--- config.mk ---
export PLATFORM = sky130hd
export DESIGN_NAME = audio_i2s_tx
export DESIGN_NICKNAME = d
export VERILOG_FILES = /design/src/rtl/audio_i2s_tx.sv
export SDC_FILE = /design/constraint.sdc
export NUM_CORES = 1
export LEC_CHECK = 0
export ABC_AREA = 1
export BUFFER_PORTS_ARGS = -buffer_cell sky130_fd_sc_hd__buf_2
export CAP_MARGIN = 20
export CORE_MARGIN = 10
export CORE_UTILIZATION = 55
export CTS_CLUSTER_DIAMETER = 80
export DETAILED_ROUTE_END_ITERATION = 12
export HOLD_SLACK_MARGIN = 0.08
export PLACE_DENSITY_LB_ADDON = 0.05
export SYNTH_ARGS = -nofsm -noshare
export SYNTH_HDL_FRONTEND = slang
export SYNTH_SLANG_ARGS = --single-unit
--- constraint.sdc ---
create_clock -name clk -period 3.1 [get_ports clk]
set_input_delay 0.155 -clock clk [delete_from_list [all_inputs] [get_ports clk]]
set_output_delay 0.155 -clock clk [all_outputs]
set_load 0.01 [all_outputs]
--- src/rtl/audio_i2s_tx.sv ---
// ---------------------------------------------------------------------------
// audio_i2s_tx
//   I2S transmitter for a CS4344-class stereo DAC. A single free-running
//   frame counter produces mclk/sck/lrck as direct register bits. Once per
//   frame (counter wrap) the left/right samples are captured, or zero when
//   muted. They are then shifted out MSB-first on sdin with the standard
//   I2S one-bit delay after each lrck edge.
//
// Ports
//   clk          in   system clock (100 MHz)
//   rst_n        in   asynchronous active-low reset
//   audio_left   in   signed left sample, two's complement
//   audio_right  in   signed right sample, two's complement
//   mute         in   level; zero samples are captured while high
//   mclk         out  DAC master clock, clk/4
//   sck          out  serial bit clock, clk/16
//   lrck         out  word select, clk/512 (0 = left, 1 = right)
//   sdin         out  serial data, changes on sck falling edges
//   sample_tick  out  one-clk pulse on the cycle samples were captured
// ---------------------------------------------------------------------------
module audio_i2s_tx #(
    parameter int SAMPLE_W = 16,
    parameter int CNT_W    = 9
) (
    input  logic                clk,
    input  logic                rst_n,
    input  logic [SAMPLE_W-1:0] audio_left,
    input  logic [SAMPLE_W-1:0] audio_right,
    input  logic                mute,
    output logic                mclk,
    output logic                sck,
    output logic                lrck,
    output logic                sdin,
    output logic                sample_tick
);

    logic [CNT_W-1:0]    cnt_q;
    logic [CNT_W-1:0]    cnt_d;
    logic [SAMPLE_W-1:0] left_q;
    logic [SAMPLE_W-1:0] left_d;
    logic [SAMPLE_W-1:0] right_q;
    logic [SAMPLE_W-1:0] right_d;
    logic                sdin_q;
    logic                sdin_d;
    logic                tick_q;
    logic                tick_d;

    logic                frame_end_s;
    logic                slot_end_s;
    logic                ch_next_s;
    logic [3:0]          slot_next_s;
    logic [3:0]          bit_idx_s;
    logic [SAMPLE_W-1:0] word_s;

    // Next-state logic: counter, frame capture and serial bit selection.
    always_comb begin
        cnt_d       = cnt_q + {{(CNT_W-1){1'b0}}, 1'b1};
        frame_end_s = (cnt_q == {CNT_W{1'b1}});
        slot_end_s  = (cnt_q[3:0] == 4'hF);

        // Channel/slot that begins on the coming edge.
        ch_next_s   = cnt_d[8];
        slot_next_s = cnt_d[7:4];

        left_d  = left_q;
        right_d = right_q;
        tick_d  = frame_end_s;
        if (frame_end_s) begin
            if (mute) begin
                left_d  = {SAMPLE_W{1'b0}};
                right_d = {SAMPLE_W{1'b0}};
            end else begin
                left_d  = audio_left;
                right_d = audio_right;
            end
        end else begin
            left_d  = left_q;
            right_d = right_q;
        end

        // Slot s carries bit (16-s); modulo 16 that is simply -s.
        word_s    = ch_next_s ? right_q : left_q;
        bit_idx_s = 4'd0 - slot_next_s;

        sdin_d = sdin_q;
        if (slot_end_s) begin
            if (slot_next_s == 4'd0) begin
                // Slot 0 carries the LSB of the word that just ended. On the
                // frame wrap right_q still holds the previous frame's word
                // (capture happens on this same edge), so it doubles as the
                // held right LSB without a separate register.
                if (ch_next_s) begin
                    sdin_d = left_q[0];
                end else begin
                    sdin_d = right_q[0];
                end
            end else begin
                sdin_d = word_s[bit_idx_s];
            end
        end else begin
            sdin_d = sdin_q;
        end
    end

    // State registers with asynchronous reset.
    always_ff @(posedge clk or negedge rst_n) begin
        if (!rst_n) begin
            cnt_q   <= {CNT_W{1'b0}};
            left_q  <= {SAMPLE_W{1'b0}};
            right_q <= {SAMPLE_W{1'b0}};
            sdin_q  <= 1'b0;
            tick_q  <= 1'b0;
        end else begin
            cnt_q   <= cnt_d;
            left_q  <= left_d;
            right_q <= right_d;
            sdin_q  <= sdin_d;
            tick_q  <= tick_d;
        end
    end

    // Outputs are straight register bits.
    assign mclk        = cnt_q[1];
    assign sck         = cnt_q[3];
    assign lrck        = cnt_q[8];
    assign sdin        = sdin_q;
    assign sample_tick = tick_q;

endmodule

==> results.md <==
* Most Crowded Layer GR: met2
* Crit path max-delay family: simple AND/OR/NAND/NOR gates
* ANT nets after route at 0
* Vias per cell at about 5.0
* Worst hold path type: input port to register
* PortBufs at 39
* Per-cell routed wire length at 12.6 um
* Slew Limit Headroom at 37.9%
* Final worst path period need at between 2 and 3 ns
* Status: finished, final reports clean
* Number of CTS-inserted buffers at 5
* Final number of setup-violating endpoints at 0
* Mean Syn Cell Area at 7.62 um^2
* CP Max Fanout at 35
* CP Class: register to register
* Fmax at 380 MHz
* # IOs at 40
* Global route overflow at 0
* Placed Instances at 366
* Crit path capture type: register
* Post_cts resized at 0
* Hpwl dp at ~3500 um
* Share of cells above drive strength 1 at between 10% and 20%
* Worst hold path endpoint: right_q[5]$_DFFE_PN0P_
* Global-route wire length before repair at 8410 um
* Clock skew at between 0.003 and 0.004 ns
* Initial antenna violation count at 0
* Met3 Usage GRT at roughly 4.3%
* Most used cell, CP: nand2_1
* Synth unique cells at 20
* FF+latch count, synth at 43
* Register area share after synthesis at 48.5%
* Core region area at roughly 3900 um^2
* Skew-Pair Late Insertion Delay at 0.29 ns
* R2R depth at 16
* Syn_nets at 329
* WHS at between 0.09 and 0.1 ns
* Hold_buf cts at 1
* Req. time, crit path at 3.28 ns
* R2R Path Start: cnt_q[0]$_DFF_PN0_
* CP max-delay cell: ha_2
* Mapped Area at 2220 um^2
* Multi-input gate area at about 900 um^2
* Final #Nets at 362
* # fillers at 364
* YS warnings at 0
* Mapped Cells at 291
* WP data arrival at 2.81 ns
* Routed vias at between 1500 and 2000
* Critical-path cell list: ha_1, nand4_2, nor3_1, ha_2, nand2_1, inv_1, nor2_1, nand3_1, nand3_1, nand2_1, nand2_1, nand2_1, nand2_1, nand3_1, nand2_1, nand2_1
* Fin crit share at 84.8%
* DRT iter0 DRCs at 94
* WP buf/inv at 1
* Reg area at 1080 um^2
* Drt drc at 0
* Area Overhead vs Synth at 13.1%
* Vias in the first global route at around 1800
* H-tree depth at 2
* Hold Vio Cnt, Final at 0
* Slew @ Worst Pin at a little over 0.9 ns
* Largest net degree at the start of global routing at 66
* Setup TNS Final at 0 ns
* Max-Cap Viols at 0
* Detailed Route WL at 4740 um
* Placer Congestion at 0.870
* Initial Util at 56.2%
* Final Max Slew Viols at 0
* Pre-Repair DR Iteration Count at 4
* Hold path depth at 3
* CP Launch Type: register
* WP depth at 16
* Tot GR Track Use at 14.1%
* # Post-CTS Setup Buffers at 0
* P per Cell Area at 374 nW/um^2
* Met2 usage at 21.3%
* Clock-pin slew on the worst setup and hold paths at 0.08 ns
* Die H at 83.5 um
* Min-delay src: audio_right[5]
* Peak supply drop at 0.236 mV
* Die X at between 80 and 90 um
* RSZ-0062 raised after global routing: no
* Met1 GRT Util at 19.0%
* Ant diodes at 0
* Die area at 6970 um^2
* CTS sink cnt at between 40 and 50
* Max Buffers Root-to-Sink at 2
* Pwr Total at 939 uW
* Rows at 23
* Final cell count without fillers at 375
* Critical Path Max Stage Delay at about 0.48 ns
* CTS tree: yes
* Clk root buf: clkbuf_8
* Leak pwr at 1.34 nW
* Reg2reg end: sdin$_DFFE_PN0P_
* FF-to-FF setup slack at 0.47 ns
-- layout make-up --
cell class,count,share of cell area [%]
clock buffer,7,3.04
clock inverter,1,0.200
inverter,48,7.18
multi-input combinational,185,35.7
sequential,43,42.9
tap,50,2.49
timing repair buffer,41,8.48
-- registers in the layout, indices dropped and copies added (netlist names) --
name	count
sample_tick	1
right_q	16
cnt_q	9
sdin	1
left_q	16
-- cell usage in the layout, fill, tap and decap left out, drive strengths merged --
master,synthesis,final
nand4,1,1
o21ai,35,35
nor2,25,25
dfrtp,43,43
ha,3,3
xor2,2,2
dlygate4sd3,0,1
nand3b,1,1
nand3,53,53
nand2,50,50
clkinv,0,1
a21oi,12,12
clkbuf,9,7
o21a,2,2
buf,6,40
inv,48,48
nor3,1,1
-- power breakdown --
| part | switching (mW) | internal, mW | leakage [nW] |
|---|---|---|---|
| sequential | 0 | 0.560 | 0.414 |
| clock | 0.182 | 0.158 | 0.0422 |
| combinational | 0.0216 | 0.0163 | 0.882 |
| total | 0.204 | 0.735 | 1.34 |
-- routing by layer --
layer,vias to the layer above,part of all wire [%]
met5,-,0
met4,0,0.93
met3,4,6.8
met2,59,43
met1,817,49
li1,990,-
-- how the worst max path moves through the flow --
stage | to | from
finish | sdin$_DFFE_PN0P_ | cnt_q[0]$_DFF_PN0_
CTS | sdin$_DFFE_PN0P_ | cnt_q[0]$_DFF_PN0_
global route | sdin$_DFFE_PN0P_ | cnt_q[0]$_DFF_PN0_
detailed placement | sdin$_DFFE_PN0P_ | cnt_q[0]$_DFF_PN0_
floorplan | sdin$_DFFE_PN0P_ | cnt_q[1]$_DFF_PN0_
global placement | sdin$_DFFE_PN0P_ | cnt_q[0]$_DFF_PN0_
-- cells by family (layout without fill, tap and decap cells) --
| kind of cell | Yosys count | count (layout) | share of synthesized area, % |
|---|---|---|---|
| AOI/OAI and AO/OA | 49 | 49 | 11.5 |
| xor gates and xnor gates | 2 | 2 | 0.790 |
| adders and majority gates | 3 | 3 | 1.69 |
| buffers and inverters | 63 | 97 | 11.2 |
| DFF | 43 | 43 | 48.5 |
| and+or+nand+nor | 131 | 131 | 26.4 |
-- synth_stat cells, drive strengths merged --
cell type  number  area [um^2]
o21ai          35          179
a21oi          12         60.1
nand3          53          270
nand2          50          195
xor2            2         17.5
dfrtp          43         1080
inv            48          180
ha              3         37.5
nand3b          1         7.51
nand4           1         12.5
buf             6         33.8
o21a            2         15.0
nor2           25         93.8
nor3            1         5.00
clkbuf          9         33.8
-- worst min-delay path, stage by stage --
cell	delay (ns)
buf_2	0.07
nand3_1	0.06
o21ai_0	0.06
-- stage by stage --
stage | instance area, um^2 | worst slack (ns) | utilization (%)
after global routing | 2510 | 0.0673 | 63.6
after floorplan | 2220 | 0.715 | -
after CTS | 2510 | 0.466 | 63.6
final | 2510 | 0.470 | 63.6
after detailed placement | 2420 | 0.491 | 61.3
after global placement | 2420 | 0.559 | 61.3
Note: power is estimated with default switching activity, not from simulation.
